$ cat src/rtl/sha256_pkg.sv
// sha256_pkg: shared widths, word type and controller states for the SHA-256 message schedule
package sha256_pkg;
  localparam int WORD_W = 32;
  localparam int SCHED_DEPTH = 16;
  typedef logic [WORD_W-1:0] word_t;
  typedef enum logic [1:0] {IDLE, LOAD, RUN, DONE} state_e;
endpackage

$ cat src/rtl/sha256_small_sigma.sv
// sha256_small_sigma: SHA-256 small sigma function, SEL=0 gives s0, SEL=1 gives s1
//   x_i  input word
//   y_o  rotr(x,R1) ^ rotr(x,R2) ^ shr(x,SH)
module sha256_small_sigma
  import sha256_pkg::*;
#(
  parameter bit SEL = 1'b0
) (
  input  word_t x_i,
  output word_t y_o
);
  localparam int R1 = SEL ? 17 : 7;
  localparam int R2 = SEL ? 19 : 18;
  localparam int SH = SEL ? 10 : 3;
  assign y_o = ((x_i >> R1) | (x_i << (WORD_W - R1)))
             ^ ((x_i >> R2) | (x_i << (WORD_W - R2)))
             ^ (x_i >> SH);
endmodule

$ cat src/rtl/sha256_msg_sched.sv
// sha256_msg_sched: loads one 16-word block, then streams W[0..NUM_ROUNDS-1] with an in-place 16-entry schedule buffer
//   clk, rst_n            clock, asynchronous active-low reset
//   start                 begins loading a block (IDLE only)
//   in_valid/in_ready     word input handshake, in_word big-endian W[0] first
//   out_valid/out_ready   schedule word output handshake, out_word = W[out_idx]
//   busy                  high in LOAD or RUN
//   done                  one-cycle pulse after the last output handshake
module sha256_msg_sched
  import sha256_pkg::*;
#(
  parameter int NUM_ROUNDS = 64
) (
  input  logic        clk,
  input  logic        rst_n,
  input  logic        start,
  input  logic        in_valid,
  output logic        in_ready,
  input  logic [31:0] in_word,
  output logic        out_valid,
  input  logic        out_ready,
  output logic [31:0] out_word,
  output logic [5:0]  out_idx,
  output logic        busy,
  output logic        done
);
  localparam logic [5:0] LAST = 6'(NUM_ROUNDS - 1);
  state_e state_q, state_d;
  logic [3:0] cnt_q, cnt_d;
  logic [5:0] idx_q, idx_d;
  word_t mem_q [SCHED_DEPTH];
  word_t mem_d [SCHED_DEPTH];
  word_t sig0, sig1, w_exp, w_cur;
  logic [3:0] i;
  assign i = idx_q[3:0];
  // 4-bit index arithmetic gives the mod-16 circular offsets; t-15 == t+1 mod 16
  sha256_small_sigma #(.SEL(1'b0)) u_s0 (.x_i(mem_q[i + 4'd1]), .y_o(sig0));
  sha256_small_sigma #(.SEL(1'b1)) u_s1 (.x_i(mem_q[i - 4'd2]), .y_o(sig1));
  assign w_exp = sig1 + mem_q[i - 4'd7] + sig0 + mem_q[i];
  assign w_cur = (idx_q[5:4] == 2'b00) ? mem_q[i] : w_exp;
  always_comb begin
    state_d = state_q;
    cnt_d = cnt_q;
    idx_d = idx_q;
    mem_d = mem_q;
    unique case (state_q)
      IDLE: state_d = start ? LOAD : IDLE;
      LOAD: if (in_valid) begin
        mem_d[cnt_q] = in_word;
        cnt_d = cnt_q + 4'd1;
        state_d = (cnt_q == 4'd15) ? RUN : LOAD;
      end
      RUN: if (out_ready) begin
        if (idx_q[5:4] != 2'b00) mem_d[i] = w_cur;
        idx_d = (idx_q == LAST) ? 6'd0 : idx_q + 6'd1;
        state_d = (idx_q == LAST) ? DONE : RUN;
      end
      DONE: state_d = IDLE;
      default: state_d = IDLE;
    endcase
  end
  always_ff @(posedge clk or negedge rst_n) begin
    if (!rst_n) begin
      state_q <= IDLE;
      cnt_q <= '0;
      idx_q <= '0;
      mem_q <= '{default: '0};
    end else begin
      state_q <= state_d;
      cnt_q <= cnt_d;
      idx_q <= idx_d;
      mem_q <= mem_d;
    end
  end
  assign in_ready = state_q == LOAD;
  assign out_valid = state_q == RUN;
  assign busy = in_ready | out_valid;
  assign done = state_q == DONE;
  assign out_word = out_valid ? w_cur : '0;
  assign out_idx = idx_q;
endmodule

$ cat config.mk
export PLATFORM = sky130hd
export DESIGN_NAME = sha256_msg_sched
export DESIGN_NICKNAME = d
export VERILOG_FILES = /design/src/rtl/sha256_pkg.sv /design/src/rtl/sha256_small_sigma.sv /design/src/rtl/sha256_msg_sched.sv
export SDC_FILE = /design/constraint.sdc
export NUM_CORES = 2
export LEC_CHECK = 0
export CORE_MARGIN = 2
export CORE_UTILIZATION = 48
export DETAILED_ROUTE_END_ITERATION = 12
export DONT_BUFFER_PORTS = 1
export GPL_ROUTABILITY_DRIVEN = 0
export GPL_TIMING_DRIVEN = 0
export PLACE_DENSITY_LB_ADDON = 0.05
export SYNTH_ARGS = -nofsm -noshare
export SYNTH_HDL_FRONTEND = slang
export SYNTH_SLANG_ARGS = --single-unit
$ cat constraint.sdc
create_clock -name clk -period 8.5 [get_ports clk]
set_clock_uncertainty 0.05 [all_clocks]
set_input_delay 0.425 -clock clk [delete_from_list [all_inputs] [get_ports clk]]
set_output_delay 0.425 -clock clk [all_outputs]
set_load 0.005 [all_outputs]
==> metrics.log <==
INFO  metric ys_types = 87
INFO  metric maximum_achievable_frequency = 116.5 MHz
INFO  metric antenna_found_initial = 7
INFO  metric minimum_setup_slack_after_placement = -5.019 ns
INFO  metric starting_density_of_the_core = 48.39%
INFO  metric tmin_final = 8.582 ns
INFO  metric synth-warning-count = 0
INFO  metric seq_area_frac_synth = 31.28%
INFO  metric clock_tree.buffer_depth = 3
INFO  metric dieHeight = 299.5 µm
INFO  metric area_of_the_core_region = 86620 µm²
INFO  metric grt_first_pass_wirelength = 311500 µm
INFO  metric final_cell_count_no_fill = 5445
INFO  metric slowest_stage = sky130_fd_sc_hd__mux4_2
INFO  metric yosys.cell_count.top_type = sky130_fd_sc_hd__nand2_1
INFO  metric number_of_hold_violations_in_the_final_report = 524
INFO  metric postLayoutSetupSlackWorst = -0.08241 ns
INFO  metric ys_dominant_reg_cell = sky130_fd_sc_hd__dfrtp_1
INFO  metric filler_instances = 7652
INFO  metric drv_slew = 90
INFO  metric design.die.area = 89700 µm²
INFO  metric fraction_of_final_layout_cells_with_drive_strength_greater_than_1 = 24.40%
INFO  metric timing.critical_path.slowest_cell_delay = 0.66 ns
INFO  metric finalHoldWorstSlack = -0.5405 ns
INFO  metric worst_setup_path_start_kind = flip-flop
INFO  metric synth-simple-area-share = 11.15%
INFO  metric routed-via-count = 41.56k
INFO  metric drt-initial-drc-count = 8584
INFO  metric end_kind = output port
INFO  metric io_buffer_count = 0
INFO  metric synth_seq_cells = 524
INFO  metric detailed_place.area = 43410 µm²
INFO  metric global_route.overflow_total = 0
INFO  metric postRouteWirelength = 232700 µm
INFO  metric required = 8.03 ns
INFO  metric synth-adder-area-share = 4.305%
INFO  metric finish.net_count = 4377
INFO  metric synth.largest_area_cell = sky130_fd_sc_hd__dfrtp_1
INFO  metric io_pins = 79
INFO  metric power_density = 466.1 nW/µm²
INFO  metric ir_worst_vdd = 0.7046 mV
INFO  metric synthCells = 4031
INFO  metric clock_sink_count = 524
INFO  metric synthXorXnorAreaFrac = 3.149%
INFO  metric timing.hold.worst.class = in2async
INFO  metric clock_insertion_delay_worst_skew = 0.68 ns
INFO  metric timing_worst_slew_pin_value = 1.591 ns
INFO  metric standby_leakage_power = 0.01831 µW
INFO  metric avgSynthCellArea = 10.40 µm²
INFO  metric rows = 108
INFO  metric antenna_violating_nets_post_route = 0
INFO  metric worstSetupPathType = reg2out
INFO  metric setup_viols_final = 7
INFO  metric hpwlAfterDp = 179400 µm
INFO  metric drt-vias-per-instance = 7.633
INFO  metric detail_route.drc_violations = 0
INFO  metric run_status = finished with violations
INFO  metric firstDrtPassIters = 9
INFO  metric cp_data_arrival_time = 8.11 ns
INFO  metric grt_start_max_net_pins = 525
INFO  metric synth-edff-count = 0
INFO  metric cts_buffers = 66
INFO  metric die_x = 299.5 µm
INFO  metric clock_tree.root_cell = sky130_fd_sc_hd__clkbuf_16
INFO  metric syn_nets = 4175
INFO  metric most_numerous_cell_on_the_critical_path = sky130_fd_sc_hd__buf_12
INFO  metric final.period_utilization = 101.0%
INFO  metric ys_async_rst_share = 100.0%
INFO  metric synth-compound-area-share = 16.85%
INFO  metric cts_htree_levels = 3
INFO  metric grt_pass1_vias = 37.57k
INFO  metric maxCapViolCount = 0
INFO  metric postCtsHoldBufs = 20
INFO  metric place_inst = 5188
INFO  metric synth.cell_area = 41910 µm²
INFO  metric maxSlewHeadroom = -6.099%
INFO  metric violations = hold timing, slew limit, setup timing
INFO  metric synth.cells.most_frequent = 562 x sky130_fd_sc_hd__nand2_1, 524 x sky130_fd_sc_hd__dfrtp_1, 505 x sky130_fd_sc_hd__mux4_2
INFO  metric tritoncts = built
INFO  metric synth_top_family_by_area = multiplexers
INFO  metric worst_setup_hold_path_clk_slew = 0.06 ns
INFO  metric finalInstanceArea = 48760 µm²
INFO  metric post_synth_main_area_contributors = sky130_fd_sc_hd__dfrtp_1 31%, sky130_fd_sc_hd__mux4_2 27%, sky130_fd_sc_hd__nand2_1 5.0%
INFO  metric yosys-mux-area-fraction = 27.61%
INFO  metric grtUsageTotal = 51.19%
INFO  metric areaGrowthSynthToFinish = 16.32%
INFO  metric timing.critical_path.fanout_max = 11
INFO  metric wl_per_cell = 42.74 µm
INFO  metric post_synth_top_area_share = 31.28%
[layout by cell type (no fill, tap or decap), types with 19 or more instances in the layout]
| cell type | n |
|---|---|
| sky130_fd_sc_hd__dfrtp_1 | 521 |
| sky130_fd_sc_hd__a22oi_1 | 109 |
| sky130_fd_sc_hd__nor2_1 | 182 |
| sky130_fd_sc_hd__a21oi_1 | 205 |
| sky130_fd_sc_hd__clkbuf_16 | 77 |
| sky130_fd_sc_hd__buf_2 | 23 |
| sky130_fd_sc_hd__a31oi_1 | 19 |
| sky130_fd_sc_hd__xnor2_1 | 99 |
| sky130_fd_sc_hd__o22a_1 | 114 |
| sky130_fd_sc_hd__nand2_1 | 557 |
| sky130_fd_sc_hd__nor3_1 | 113 |
| sky130_fd_sc_hd__fa_1 | 61 |
| sky130_fd_sc_hd__nand3_1 | 77 |
| sky130_fd_sc_hd__o21ai_1 | 141 |
| sky130_fd_sc_hd__inv_1 | 112 |
| sky130_fd_sc_hd__o221ai_1 | 58 |
| sky130_fd_sc_hd__dlygate4sd3_1 | 20 |
| sky130_fd_sc_hd__mux4_2 | 505 |
| sky130_fd_sc_hd__and2_1 | 19 |
| sky130_fd_sc_hd__buf_6 | 43 |
| sky130_fd_sc_hd__or3_1 | 20 |
| sky130_fd_sc_hd__clkbuf_1 | 261 |
| sky130_fd_sc_hd__o21ai_0 | 306 |
| sky130_fd_sc_hd__clkbuf_8 | 19 |
| sky130_fd_sc_hd__a21o_1 | 22 |
| sky130_fd_sc_hd__ha_1 | 27 |
| sky130_fd_sc_hd__buf_4 | 125 |
[sequential cells by signal (all words and copies together) (netlist names), named ones only]
name     count
out_idx      6
state_q      1
cnt_q        4
mem_q      512
[critical path, delay by kind of cell (launching register included)]
family	cells	cell delay (ns)
compound gates	5	1.16
xor+xnor	2	0.27
fa+ha+maj	4	1.72
buf+inv	12	1.71
flops	1	0.64
mux	2	1.01
simple gates	3	0.85
[power breakdown]
group	switching, µW	internal (µW)
clock network	1310	1810
registers	925	3050
logic	9730	5910
total	12000	10800
[cell type report]
type | count | area [µm²] | area share, %
Multi-Input combinational cell | 2963 | 27450 | 56.31
Sequential cell | 524 | 13120 | 26.91
Buffer | 393 | 2466 | 5.058
Clock buffer | 91 | 1877 | 3.849
Timing Repair Buffer | 157 | 1451 | 2.977
Tap cell | 1155 | 1445 | 2.964
Inverter | 128 | 494.2 | 1.014
Clock inverter | 27 | 429.2 | 0.8802
Antenna cell | 7 | 17.52 | 0.03593
[timing repair]
| action | in CTS | in global routing |
|---|---|---|
| buffers inserted | 87 | 42 |
| pin swaps | 49 | 29 |
| hold endpoints to repair | 550 | 524 |
| setup endpoints to repair | 544 | 65 |
| gates cloned | 4 | 2 |
| gates resized for setup | 320 | 121 |
[metal layers]
metal / GRT usage, % / wire, µm
met5: 3.651 / 737
met2: 66.12 / 88110
met4: 33.19 / 20160
met1: 61.89 / 78680
met3: 33.12 / 45000
[stage by stage]
stage	power, µW	utilization [%]	TNS, ns
global route	22830	56.27	-0.06692
floorplan	10840	-	0
global placement	15640	50.08	-2069.88
finish	22720	56.29	-0.3413
CTS	20950	55.52	-3.394
detailed placement	15740	50.11	-1933.48
[cell families (layout without fill, tap and decap cells)]
family / after synthesis / in the layout
AOI/OAI and AO/OA: 1110 / 1110
xor gates and xnor gates: 146 / 146
adders and majority gates: 107 / 107
buffers and inverters: 544 / 796
DFF: 524 / 524
muxes: 521 / 521
other: 0 / 7
and+or+nand+nor: 1079 / 1079
[path summary, 6_finish.rpt]
path                             start      endpoint  slack, ns  cells after the start
hold reg to reg             mem_q[167]    mem_q[167]       0.47                      2
hold / removal                   rst_n      mem_q[4]      -0.54                      0
setup / recovery            out_idx[1]  out_word[21]      -0.08                     28
min in group clk           in_word[13]     mem_q[13]       0.02                      3
setup reg to reg            out_idx[1]    mem_q[154]       0.22                     28
max in group asynchronous        rst_n    mem_q[150]       7.70                      0
Power figures use the tool's default switching activity.
